File: config.mk
export PLATFORM = sky130hd
export DESIGN_NAME = johnson4_decoder
export DESIGN_NICKNAME = d
export VERILOG_FILES = /design/src/rtl/johnson4_decoder.sv
export SDC_FILE = /design/constraint.sdc
export NUM_CORES = 1
export LEC_CHECK = 0
export CAP_MARGIN = 5
export CORE_MARGIN = 10
export CORE_UTILIZATION = 58
export DETAILED_ROUTE_END_ITERATION = 10
export PLACE_DENSITY = 0.85
export SYNTH_ARGS = -nofsm -noshare
export SYNTH_HDL_FRONTEND = slang
export SYNTH_SLANG_ARGS = --single-unit
File: constraint.sdc
create_clock -name clk -period 3.28 [get_ports clk]
set_input_delay 0.328 -clock clk [delete_from_list [all_inputs] [get_ports clk]]
set_output_delay 0.328 -clock clk [all_outputs]
set_load 0.01 [all_outputs]
File: src/rtl/johnson4_decoder.sv
// Johnson-code receiver: decodes a 4-bit twisted-ring word to a phase index and tracks sequence lock.
// Optional JOHNSON4_DEC_HOLD_EN: a repeated phase in TRACK/LOCKED is accepted instead of raising seq_err.
module johnson4_decoder #(
    parameter int LOCK_COUNT = 8,
    parameter int ERR_W      = 8
) (
    input  logic             clk,
    input  logic             reset,
    input  logic             in_valid,
    input  logic [3:0]       q_in,
    output logic [2:0]       phase,
    output logic             phase_valid,
    output logic             illegal,
    output logic             seq_err,
    output logic             locked,
    output logic [ERR_W-1:0] err_count
);

    typedef enum logic [1:0] {SEARCH, TRACK, LOCKED} state_t;

    state_t           state, state_n;
    logic [7:0]       run, run_n;
    logic [8:0]       run_inc;
    logic [2:0]       phase_n, phase_succ, code_phase;
    logic             code_ok, is_succ, is_hold;
    logic             pv_n, ill_n, se_n, locked_n;
    logic [ERR_W-1:0] err_n;

    // q_in[3] is stage0, so the ring fills from the MSB side.
    always_comb begin
        code_ok    = 1'b1;
        code_phase = 3'd0;
        case (q_in)
            4'b0000: code_phase = 3'd0;
            4'b1000: code_phase = 3'd1;
            4'b1100: code_phase = 3'd2;
            4'b1110: code_phase = 3'd3;
            4'b1111: code_phase = 3'd4;
            4'b0111: code_phase = 3'd5;
            4'b0011: code_phase = 3'd6;
            4'b0001: code_phase = 3'd7;
            default: code_ok = 1'b0;
        endcase
    end

    assign phase_succ = phase + 3'd1;
    assign is_succ    = (code_phase == phase_succ);
    assign run_inc    = {1'b0, run} + 9'd1;

`ifdef JOHNSON4_DEC_HOLD_EN
    assign is_hold = (code_phase == phase);
`else
    assign is_hold = 1'b0;
`endif

    always_comb begin
        state_n = state;
        run_n   = run;
        phase_n = phase;
        pv_n    = 1'b0;
        ill_n   = 1'b0;
        se_n    = 1'b0;
        if (in_valid) begin
            if (!code_ok) begin
                ill_n   = 1'b1;
                state_n = SEARCH;
                run_n   = 8'd0;
            end else begin
                pv_n = 1'b1;
                case (state)
                    SEARCH: begin
                        phase_n = code_phase;
                        run_n   = 8'd0;
                        state_n = TRACK;
                    end
                    TRACK, LOCKED: begin
                        if (is_succ) begin
                            phase_n = code_phase;
                            if (state == TRACK) begin
                                run_n = run_inc[7:0];
                                if (run_inc == 9'(LOCK_COUNT))
                                    state_n = LOCKED;
                            end
                        end else if (!is_hold) begin
                            se_n    = 1'b1;
                            phase_n = code_phase;
                            run_n   = 8'd0;
                            state_n = TRACK;
                        end
                    end
                    default: state_n = SEARCH;
                endcase
            end
        end
        locked_n = (state_n == LOCKED);
        err_n    = err_count;
        if ((ill_n || se_n) && (err_count != '1))
            err_n = err_count + ERR_W'(1);
    end

    always_ff @(posedge clk) begin
        if (reset) begin
            state       <= SEARCH;
            run         <= 8'd0;
            phase       <= 3'd0;
            phase_valid <= 1'b0;
            illegal     <= 1'b0;
            seq_err     <= 1'b0;
            locked      <= 1'b0;
            err_count   <= '0;
        end else begin
            state       <= state_n;
            run         <= run_n;
            phase       <= phase_n;
            phase_valid <= pv_n;
            illegal     <= ill_n;
            seq_err     <= se_n;
            locked      <= locked_n;
            err_count   <= err_n;
        end
    end

endmodule
==> impl_results.md <==
- Crit-path slowest cell: clkdlybuf4s50_1
- Mux cell area share after synthesis: 4.78%
- Slew Limit Fails: 0
- # resized after CTS: 0
- CTS tree: built
- Total chip power: 0.000572 W
- CP Class: primary input to register
- Synth Area in XOR/XNOR: 2.23%
- Antenna violations before repair: 0
- Via count: 1442
- Outcome: completed
- Worst EP required: 3.54 ns
- Syn Nets: 200
- Ys Warns: 0
- Synth Area in Simple Gates: 29.9%
- Min Hold Slack: 0.516 ns
- Vias in the first global route: 1375
- Number of synthesized register bits: 25
- Asr flop ratio synth: 0%
- Sequential share of the synthesized area: 31.9%
- Most common cell after layout, fill and taps aside: dfxtp_1
- Combinational power share: 20.0%
- Starting Density: 62.2%
- Max IR drop VDD: 0.361 mV
- Commonest non-fill, non-tap cells in the layout: dfxtp_1, clkdlybuf4s50_1, nor2_1
- WHS Endpoint: run[1]
- Final ANT Viol Nets: 0
- Leakage power: 0.679 nW
- Crit path cell chain: clkdlybuf4s50_1 > and4b_1 > a311o_1 > a21o_1 > a31oi_1 > o211ai_2 > or3_1 > a21oi_1
- Worst Hold Launch: run[1]
- Depth of the worst register-to-register path: 7
- First-pass GRT wire length: 6090 µm
- Number of max-cap violations: 0
- Nets: 220
- Detailed Place HPWL: 2710 µm
- RSZ-0062 raised after global routing: no
- Post-Route WL: 3580 µm
- Initial DRC count: 126
- Crit path DAT: 2.97 ns
- Post-CTS setup buffer count: 0
- H-tree depth: 1
- Chip height: 72.0 µm
- Max Freq: 0.368 GHz
- GR Overflow Total: 0
- Max FO, Critical Path: 13
- Clock power frac: 24.4%
- Chip width: 72.0 µm
- CP top delay family: compound AO/OA/AOI/OAI gates
- Pint: 0.000407 W
- Complex-gate fraction of the synthesized area: 19.8%
- Netlist Area Pre-Place: 1570 µm²
- Final worst path period need: 2.72 ns
- DRC violations left: 0
- Area share of fa/ha/maj cells after synthesis: 5.58%
- CTS Buf Count: 3
- IO buf count: 21
- TritonRoute pass-1 iters: 4
- Clk buf depth: 2
- Cts hold-fix bufs: 0
- Syn_area_per_cell: 8.44 µm²
- GP Congestion: 0.908
- Root buf cell: clkbuf_4
- Crit path buf inv count: 1
- Switching Fraction: 28.9%
- Core ar.: 2520 µm²
- Largest net degree at the start of global routing: 22
- Reg power frac: 55.6%
- CTS sink cnt: 25
- Reg2Reg Capture Point: err_count[5]
- IO Pins: 22
- Post-synthesis cell count: 186
- R2r setup slk: 0.82 ns
- DR WL/cell: 15.3 µm
- Worst hold path depth: 2
- Placed cell area: 1780 µm²
- Actual slew at the worst max-slew pin: 0.489 ns
- Pwr dens: 317 nW/µm²
- Critical Path Max Stage Delay: 0.63 ns
- Largest family of logic cells by synthesized area: simple AND/OR/NAND/NOR gates
- Gr usage total: 13.8%
- Row cnt: 18
- Top FF cell, synth: dfxtp_1
- Setup TNS Final: 0 ns
- Worst setup SP type: primary input
- Net Sw Power: 0.000166 W
- Critical Path End Type: register
- Layout cells sized above 1: 9.27%
- Number of diodes: 0
- Post-synth EDFFs: 0
- Final worst-path cycle share: 82.8%
- Worst r2r src: phase[0]
- Util after Layout: 71.5%
- Post-synth cell types: 58
- Final setup fails: 0
- Clk_lat worst skew: 0.32 ns
- Design Area, Final: 1800 µm²
- Full die area: 5190 µm²
- Hold Path Class: register to register
- Via density: 6.14
- Setup clock skew after layout: 0.00670 ns
- Max-slew headroom: 67.3%
- Final hold vios: 0
- P&R area growth vs syn: 15.0%
- Clk pin slew, worst setup/hold paths: 0.14 ns
[worst max-delay path by stage]
stage / startpoint / end / cells after the start
floorplan: phase[0] / run[2] / 7
global placement: q_in[0] / run[2] / 8
detailed placement: q_in[0] / err_count[5] / 8
CTS: q_in[0] / err_count[5] / 8
global route: q_in[0] / err_count[5] / 8
finish: q_in[0] / err_count[5] / 8
[flip-flops by register name (all words and copies together) (netlist names)]
name,flops
locked,1
phase_valid,1
state,2
phase,3
err_count,8
run,8
seq_err,1
illegal,1
[kinds of logic (layout without fill, tap and decap cells)]
| family | Yosys count | after routing |
|---|---|---|
| buffers and inverters | 18 | 37 |
| flip-flops | 25 | 25 |
| AO/OA/AOI/OAI | 42 | 42 |
| XOR/XNOR | 4 | 4 |
| multiplexers | 6 | 6 |
| AND/OR/NAND/NOR | 84 | 84 |
| adder cells (fa/ha/maj) | 7 | 7 |
[stage by stage]
step / cells / setup slack, ns
detailed placement: 231 / 0.260
global placement: 231 / 0.402
finish: 235 / 0.564
global route: 235 / 0.443
CTS: 235 / 0.608
floorplan: 186 / 1.05
[per-layer routing]
metal	vias up	wire length [µm]	GRT usage (%)
li1	720	-	-
met3	6	205	4.76
met4	0	32	2.37
met1	683	1550	15.8
met5	-	0	0
met2	33	1790	24.2
[Yosys cell counts, types with 2 or more instances]
cell | instances | area [µm²]
o21ai_0 | 8 | 40.0
nand2_1 | 7 | 26.3
nor2_1 | 19 | 71.3
buf_4 | 2 | 15.0
or3_1 | 5 | 31.3
a31oi_1 | 2 | 12.5
nand2b_1 | 5 | 31.3
nor3_1 | 10 | 50.1
dfxtp_1 | 25 | 500
and3_1 | 4 | 25.0
xnor2_1 | 2 | 17.5
nand3_1 | 10 | 50.1
nor2b_1 | 3 | 18.8
xor2_1 | 2 | 17.5
buf_6 | 2 | 22.5
a21oi_1 | 10 | 50.1
mux2i_1 | 3 | 30.0
a211o_1 | 3 | 26.3
nand4_1 | 4 | 25.0
a211oi_1 | 2 | 15.0
inv_1 | 10 | 37.5
o21a_1 | 2 | 15.0
or2_2 | 2 | 12.5
ha_1 | 7 | 87.6
clkbuf_1 | 3 | 11.3
mux2_2 | 2 | 22.5
[power groups by stage]
stage	Combinational [W]	Clock, W	Sequential (W)
2_1_floorplan	0.0000782	0	0.000327
3_3_place_gp	0.000108	0	0.000325
3_5_place_dp	0.000112	0	0.000325
4_1_cts	0.000113	0.000145	0.000318
5_1_grt	0.000126	0.000152	0.000320
6_report	0.000114	0.000139	0.000319
[worst reg2reg max path, stage by stage (launching register included)]
cell      delay [ns]
dfxtp_1         0.37
ha_1            0.36
a311o_1         0.29
a21o_1          0.21
a31oi_1         0.32
o211ai_2        0.27
or3_1           0.42
a21oi_1         0.15
[area by class of cell]
cell class	instances	area, µm²
Inverter	10	37.5
Tap cell	30	37.5
Multi-Input combinational cell	143	977
Fill cell	200	718
Clock buffer	4	26.3
Sequential cell	25	500
Timing Repair Buffer	23	225
(Power assumes the default switching activity.)
